$ cat config.mk
export PLATFORM = sky130hd
export DESIGN_NAME = tiny_fetch
export DESIGN_NICKNAME = d
export VERILOG_FILES = /design/src/rtl/tiny_cpu_pkg.sv /design/src/rtl/tiny_fetch_fifo.sv /design/src/rtl/tiny_fetch.sv
export SDC_FILE = /design/constraint.sdc
export NUM_CORES = 1
export LEC_CHECK = 0
export ABC_AREA = 0
export CORE_ASPECT_RATIO = 1.1
export CORE_MARGIN = 2
export CORE_UTILIZATION = 40
export DETAILED_ROUTE_END_ITERATION = 6
export PLACE_DENSITY = 0.63
export SLEW_MARGIN = 30
export SYNTH_ARGS = -nofsm -noshare
export SYNTH_HDL_FRONTEND = slang
export SYNTH_SLANG_ARGS = --single-unit
$ cat constraint.sdc
create_clock -name clk -period 10.93 [get_ports clk]
set_input_delay 3.279 -clock clk [delete_from_list [all_inputs] [get_ports clk]]
set_output_delay 3.279 -clock clk [all_outputs]
set_load 0.05 [all_outputs]
$ cat src/rtl/tiny_cpu_pkg.sv
// Shared TinyCPU types: instruction word layout, opcodes and the default
// instruction memory depth used by the fetch stage.
package tiny_cpu_pkg;

    localparam int unsigned INSTR_W       = 16;
    localparam int unsigned DEFAULT_DEPTH = 16;

    typedef logic [3:0] opcode_t;

    localparam opcode_t OP_LDI  = 4'h1;
    localparam opcode_t OP_ADD  = 4'h2;
    localparam opcode_t OP_JMP  = 4'h3;
    localparam opcode_t OP_HALT = 4'hF;

    typedef struct packed {
        opcode_t    opcode;
        logic [1:0] rd;
        logic [1:0] rs;
        logic [7:0] imm;
    } instr_t;

endpackage

$ cat src/rtl/tiny_fetch_fifo.sv
// Two-entry shift FIFO: the head always sits in slot0 so the head outputs
// come straight from a register. Flush wins over push/pop.
module tiny_fetch_fifo #(
    parameter int unsigned W = 20
) (
    input  logic         clk_i,
    input  logic         reset_i,
    input  logic         push_i,
    input  logic         pop_i,
    input  logic         flush_i,
    input  logic [W-1:0] data_i,
    output logic         valid_o,
    output logic [W-1:0] head_o,
    output logic [1:0]   count_o
);

    logic [W-1:0] slot0_q, slot0_d;
    logic [W-1:0] slot1_q, slot1_d;
    logic [1:0]   count_q, count_d;

    always_comb begin
        slot0_d = slot0_q;
        slot1_d = slot1_q;
        count_d = count_q;
        if (flush_i) begin
            count_d = 2'd0;
        end else begin
            case ({push_i, pop_i})
                2'b10: begin
                    if (count_q == 2'd0) slot0_d = data_i;
                    else                 slot1_d = data_i;
                    count_d = count_q + 2'd1;
                end
                2'b01: begin
                    slot0_d = slot1_q;
                    count_d = count_q - 2'd1;
                end
                2'b11: begin
                    // Count is unchanged; the new word lands behind whatever remains.
                    if (count_q == 2'd1) begin
                        slot0_d = data_i;
                    end else begin
                        slot0_d = slot1_q;
                        slot1_d = data_i;
                    end
                end
                default: ;
            endcase
        end
    end

    always_ff @(posedge clk_i) begin
        if (reset_i) begin
            slot0_q <= '0;
            slot1_q <= '0;
            count_q <= 2'd0;
        end else begin
            slot0_q <= slot0_d;
            slot1_q <= slot1_d;
            count_q <= count_d;
        end
    end

    assign valid_o = (count_q != 2'd0);
    assign head_o  = slot0_q;
    assign count_o = count_q;

endmodule

$ cat src/rtl/tiny_fetch.sv
// TinyCPU fetch stage: synchronous-read program memory, fetch PC, one read in
// flight and a 2-entry output queue toward execute, with redirect and halt.
module tiny_fetch
    import tiny_cpu_pkg::*;
#(
    parameter int unsigned DEPTH = DEFAULT_DEPTH,
    parameter int unsigned AW    = $clog2(DEPTH)
) (
    input  logic          clk,
    input  logic          reset,
    input  logic          load_en,
    input  logic [AW-1:0] load_addr,
    input  instr_t        load_data,
    input  logic          redirect_valid,
    input  logic [AW-1:0] redirect_pc,
    input  logic          halt,
    output logic          instr_valid,
    input  logic          instr_ready,
    output instr_t        instr,
    output logic [AW-1:0] instr_pc,
    output logic          fetch_idle
);

    localparam int unsigned EW = INSTR_W + AW;

    instr_t        mem_q [DEPTH];
    instr_t        rd_data_q;
    logic [AW-1:0] rd_pc_q;

    logic [AW-1:0] fetch_pc_q, fetch_pc_d;
    logic          rd_inflight_q, rd_inflight_d;
    logic          halted_q, halted_d;
    logic          fetch_idle_q, fetch_idle_d;

    logic          pop_c, push_c, issue_c;
    logic [2:0]    occ_c, cnt_next_c;
    logic [1:0]    fifo_count;
    logic          fifo_valid;
    logic [EW-1:0] fifo_head;

    // Issue/queue control and next-state for PC, in-flight and halt tracking.
    always_comb begin
        pop_c         = fifo_valid & instr_ready;
        push_c        = rd_inflight_q & ~redirect_valid;
        occ_c         = 3'(fifo_count) + 3'(rd_inflight_q) - 3'(pop_c);
        issue_c       = ~reset & ~halted_q & ~halt & ~redirect_valid & (occ_c < 3'd2);
        cnt_next_c    = redirect_valid ? 3'd0
                                       : 3'(fifo_count) + 3'(push_c) - 3'(pop_c);
        fetch_pc_d    = fetch_pc_q;
        if (redirect_valid)  fetch_pc_d = redirect_pc;
        else if (issue_c)    fetch_pc_d = fetch_pc_q + AW'(1);
        rd_inflight_d = issue_c;
        halted_d      = halted_q | halt;
        fetch_idle_d  = halted_d & (cnt_next_c == 3'd0) & ~rd_inflight_d;
    end

    always_ff @(posedge clk) begin
        if (reset) begin
            fetch_pc_q    <= '0;
            rd_inflight_q <= 1'b0;
            halted_q      <= 1'b0;
            fetch_idle_q  <= 1'b0;
        end else begin
            fetch_pc_q    <= fetch_pc_d;
            rd_inflight_q <= rd_inflight_d;
            halted_q      <= halted_d;
            fetch_idle_q  <= fetch_idle_d;
        end
    end

    // Program memory is never cleared; a same-cycle load and read of one address sees the old word.
    always_ff @(posedge clk) begin
        if (load_en) mem_q[load_addr] <= load_data;
    end

    always_ff @(posedge clk) begin
        if (issue_c) begin
            rd_data_q <= mem_q[fetch_pc_q];
            rd_pc_q   <= fetch_pc_q;
        end
    end

    tiny_fetch_fifo #(
        .W (EW)
    ) u_fifo (
        .clk_i   (clk),
        .reset_i (reset),
        .push_i  (push_c),
        .pop_i   (pop_c),
        .flush_i (redirect_valid),
        .data_i  ({rd_data_q, rd_pc_q}),
        .valid_o (fifo_valid),
        .head_o  (fifo_head),
        .count_o (fifo_count)
    );

    assign instr_valid = fifo_valid;
    assign instr       = instr_t'(fifo_head[EW-1:AW]);
    assign instr_pc    = fifo_head[AW-1:0];
    assign fetch_idle  = fetch_idle_q;

endmodule

==> results.txt <==
The width of the die is 174 um, and the number of I/O port buffers is 51. The tool flagged a number of max-cap violations equal to 0. After synthesis, flip-flops and latches occupy 73.1% of the total area. The iteration-0 DRC count of the detailed router was 837; the detailed-route vias per instance was 5.45.

After floorplanning, the core was divided into 68 placement rows. After detailed routing, the average wire length per cell comes to 21.7 um. The run gives 16.3% as the overall track demand over capacity in global routing.

The worst hold path passes through 2 cells. Counting flops and latches in the post-synthesis netlist gives 325. Entering global routing, the biggest net connects 50 pins.

CTS saw 325 sinks. VDD sags by at most 0.127 mV. In this run the cell area measured after placement is 0.0137 mm2. Kind of end point of the critical path: a flop.

The warning count from the yosys run was 0; the required time of the worst setup path was 11.34 ns. In this run the static leakage power is 4.55 nW. The clock passes through at most 3 buffers.

Number of non-filler instances in the completed layout: 1218. The final-stage net count was 818; the ratio of final minimum period to clock period was 60.0%. The destination of the worst hold path is u_fifo.slot1_q[0]$_SDFFE_PP0P_. From bottom edge to top edge, the die measures 191 um. For the final database, setup skew stands at 0.0145 ns.

The die covers 0.0331 mm2. Routability-driven placement finished with a final weighted congestion of 0.757. The depth of the most critical reg-to-reg path came out at 11. In this run the critical register-to-register path is launched from u_fifo.count_o[1]$_SDFFE_PP0P_. Buffers added to address setup during post-CTS repair amount to 0. The measured slew at the worst slew-check pin was 0.941 ns. In this run the worst path has a maximum fanout of 23.

From synthesis to final layout, the design area changed by 16.3%. The number of gates resized after CTS was 0. Number of primary I/O pins: 52. The worst register-to-register path has a setup slack of 6.63 ns. For the net count after synthesis, the log shows 758. For this design, the CTS-stage hold fixing added 0 buffers.

STA classifies the critical path startpoint as an input port. The finished cells cover 0.0147 mm2. The tools report the final-report hold violation count as 0. The number of buffers inserted during clock tree synthesis is 34. The netlist area before placement is 0.0127 mm2, and the post-placement cell count is 1161. TritonCTS built the clock tree.

The tightest min-delay check is of the reg2reg type. The final number of max-transition violations was 0. The clock period minus final worst setup slack is 6.55 ns.

The total congestion overflow was 0; the worst max-slew margin expressed relative to the limit was 37.3%. The number of global-route vias before repair came out at 6814. For the number of inserted diodes, the log shows 0. The first detailed-routing pass ran for 5 iterations.

Among all flip-flop cells after synthesis, the most frequent one is edfxtp_1. For this run, asynchronously set or reset flops after synthesis account for 0%. The worst setup path startpoint was instr_ready.

For this configuration, the core starts out at a cell density of 40.5%. In the routed design, unresolved DRC markers number 0. The H-tree was split into 2 levels. The tools report the beginning of the worst hold path as u_fifo.slot1_q[0]$_SDFFE_PP0P_.

For this block, the via count after detailed routing is 6635. The flow ran to the end, and the final reports show no timing, DRC or antenna violations. After routing, the total negative slack on setup checks comes to 0 ns.

In this run the remaining antenna-violating nets after routing total 0. In this run the power density over the cells is 179 mW/mm2. The average footprint of a synthesized cell works out to 17.6 um2. The endpoint identified for the worst register-to-register timing path is fetch_pc_q[3]$_SDFFE_PP0P_. The number of antenna violations at the first check in global routing was 2; the detailed placer's ending HPWL was 15400 um. The tools report the wire length of the first global-routing pass as 40800 um. Setup repair after global routing left no endpoint under its margin. The worst setup path is of the in2reg kind. Clock latency on the worst-skew pair, taken at its later pin, is 0.51 ns. The fraction of layout cells with a size suffix above 1 is 18.9%. Setup violations remaining at the end of the flow were counted as 0. The clock input transition at the sequential cells of the worst setup and hold paths was 0.06 ns; the data arrival time at the worst-slack endpoint was 6.97 ns. Wires add up to 26400 um. The maximum achievable frequency came out at 153 MHz. Counting flops with a built-in enable in the synthesized netlist gives 276.

The netlist uses 41 different library cells. The region available for standard cell placement spans 0.0313 mm2. CTS placed an instance of clkbuf_16 at the clock tree root. The post-synthesis cell count is 718.
through the flow:
stage                     power [W]  hold slack (ns)  setup WS, ns  utilization (%)
after CTS                   0.00267            0.479          4.38             47.0
after floorplan             0.00153            0.438          3.41                -
after global routing        0.00273            0.513          4.08             47.1
after global placement      0.00160            0.464          3.88             43.8
final                       0.00264            0.480          4.38             47.1
after detailed placement    0.00160            0.469          3.86             43.8
Yosys cell counts, drive strengths merged (3+ instances only):
library cell | count | share of area, %
a21oi | 40 | 1.6
a22oi | 33 | 2.0
a311oi | 24 | 1.7
and2 | 3 | 0.15
buf | 14 | 0.65
clkbuf | 39 | 1.3
dfxtp | 49 | 7.7
edfxtp | 276 | 65
ha | 8 | 0.79
inv | 9 | 0.27
mux4 | 64 | 11
nand2 | 18 | 0.53
nand2b | 4 | 0.20
nand3 | 23 | 0.91
nor2 | 20 | 0.59
nor2b | 3 | 0.15
nor3 | 6 | 0.24
o211ai | 20 | 1.2
o21ai | 42 | 1.7
xor2 | 3 | 0.21
cell type report:
class | count | area (um2)
inverters | 9 | 33.8
clock buffers | 46 | 917
flip-flops and latches | 325 | 9270
fillers | 2692 | 16600
repair buffers | 77 | 718
clock inverters | 10 | 95.1
well taps | 420 | 526
multi-input cells | 331 | 3180
flip-flops by register name, indices dropped and copies added, names as in the netlist:
register	cells
u_fifo.slot1_q	20
u_fifo.head_o	20
fetch_pc_q	4
rd_inflight_q	1
mem_q	256
rd_pc_q	4
rd_data_q	16
u_fifo.count_o	2
halted_q	1
fetch_idle	1
routing by layer:
metal / vias up / global-route usage (%) / routed length, um
li1: 3042 / - / -
met1: 3377 / 21.8 / 11400
met2: 171 / 27.5 / 13200
met3: 41 / 3.33 / 1450
met4: 4 / 3.88 / 393
met5: - / 0 / 30
cell usage in the layout, fill, tap and decap left out, types with 2 or more instances in the layout:
cell type / instances
clkinv_1: 7
nand2_1: 18
bufinv_16: 2
a22oi_1: 33
nor3_2: 4
nand2b_1: 4
nand3_1: 23
xor2_1: 3
edfxtp_1: 276
nor2_1: 8
nor2_2: 12
clkbuf_16: 35
mux4_2: 64
nor2b_1: 2
nor3_1: 2
a21oi_1: 40
o21ai_0: 42
clkbuf_1: 11
and2_1: 3
clkdlybuf4s50_1: 51
xnor2_1: 2
buf_4: 25
o211ai_1: 20
fa_1: 2
inv_1: 9
nand3b_1: 2
a311oi_1: 24
dfxtp_1: 47
ha_1: 8
worst max-delay path, cell delays in order:
cell and delay, ns:
clkdlybuf4s50_1 0.48, nand2b_1 0.35, inv_1 0.65, ha_1 0.35
inv_1 0.07, nand2_1 0.06, fa_1 0.49, or3b_1 0.46
or4_1 0.49, a311oi_1 0.27
cell families after synthesis:
family	count (synthesis)	share of synthesized area [%]
and+or+nand+nor	87	3.34
AOI/OAI and AO/OA	164	8.36
buffers and inverters	62	2.24
adders and majority gates	10	1.11
xor gates and xnor gates	5	0.346
DFF	325	73.1
muxes	65	11.5
power breakdown:
group / switching [W] / internal [W]
Sequential: 0.0000157 / 0.00138
Combinational: 0.000102 / 0.0000768
Clock: 0.000439 / 0.000632
worst max path at each step:
stage	depth (start not counted)	to
after global routing	10	fetch_pc_q[3]$_SDFFE_PP0P_
after floorplan	10	rd_data_q[0]$_DFFE_PP_
after CTS	10	fetch_pc_q[3]$_SDFFE_PP0P_
after global placement	10	fetch_pc_q[3]$_SDFFE_PP0P_
final	10	fetch_pc_q[3]$_SDFFE_PP0P_
after detailed placement	10	fetch_pc_q[3]$_SDFFE_PP0P_
Power figures use the tool's default switching activity.
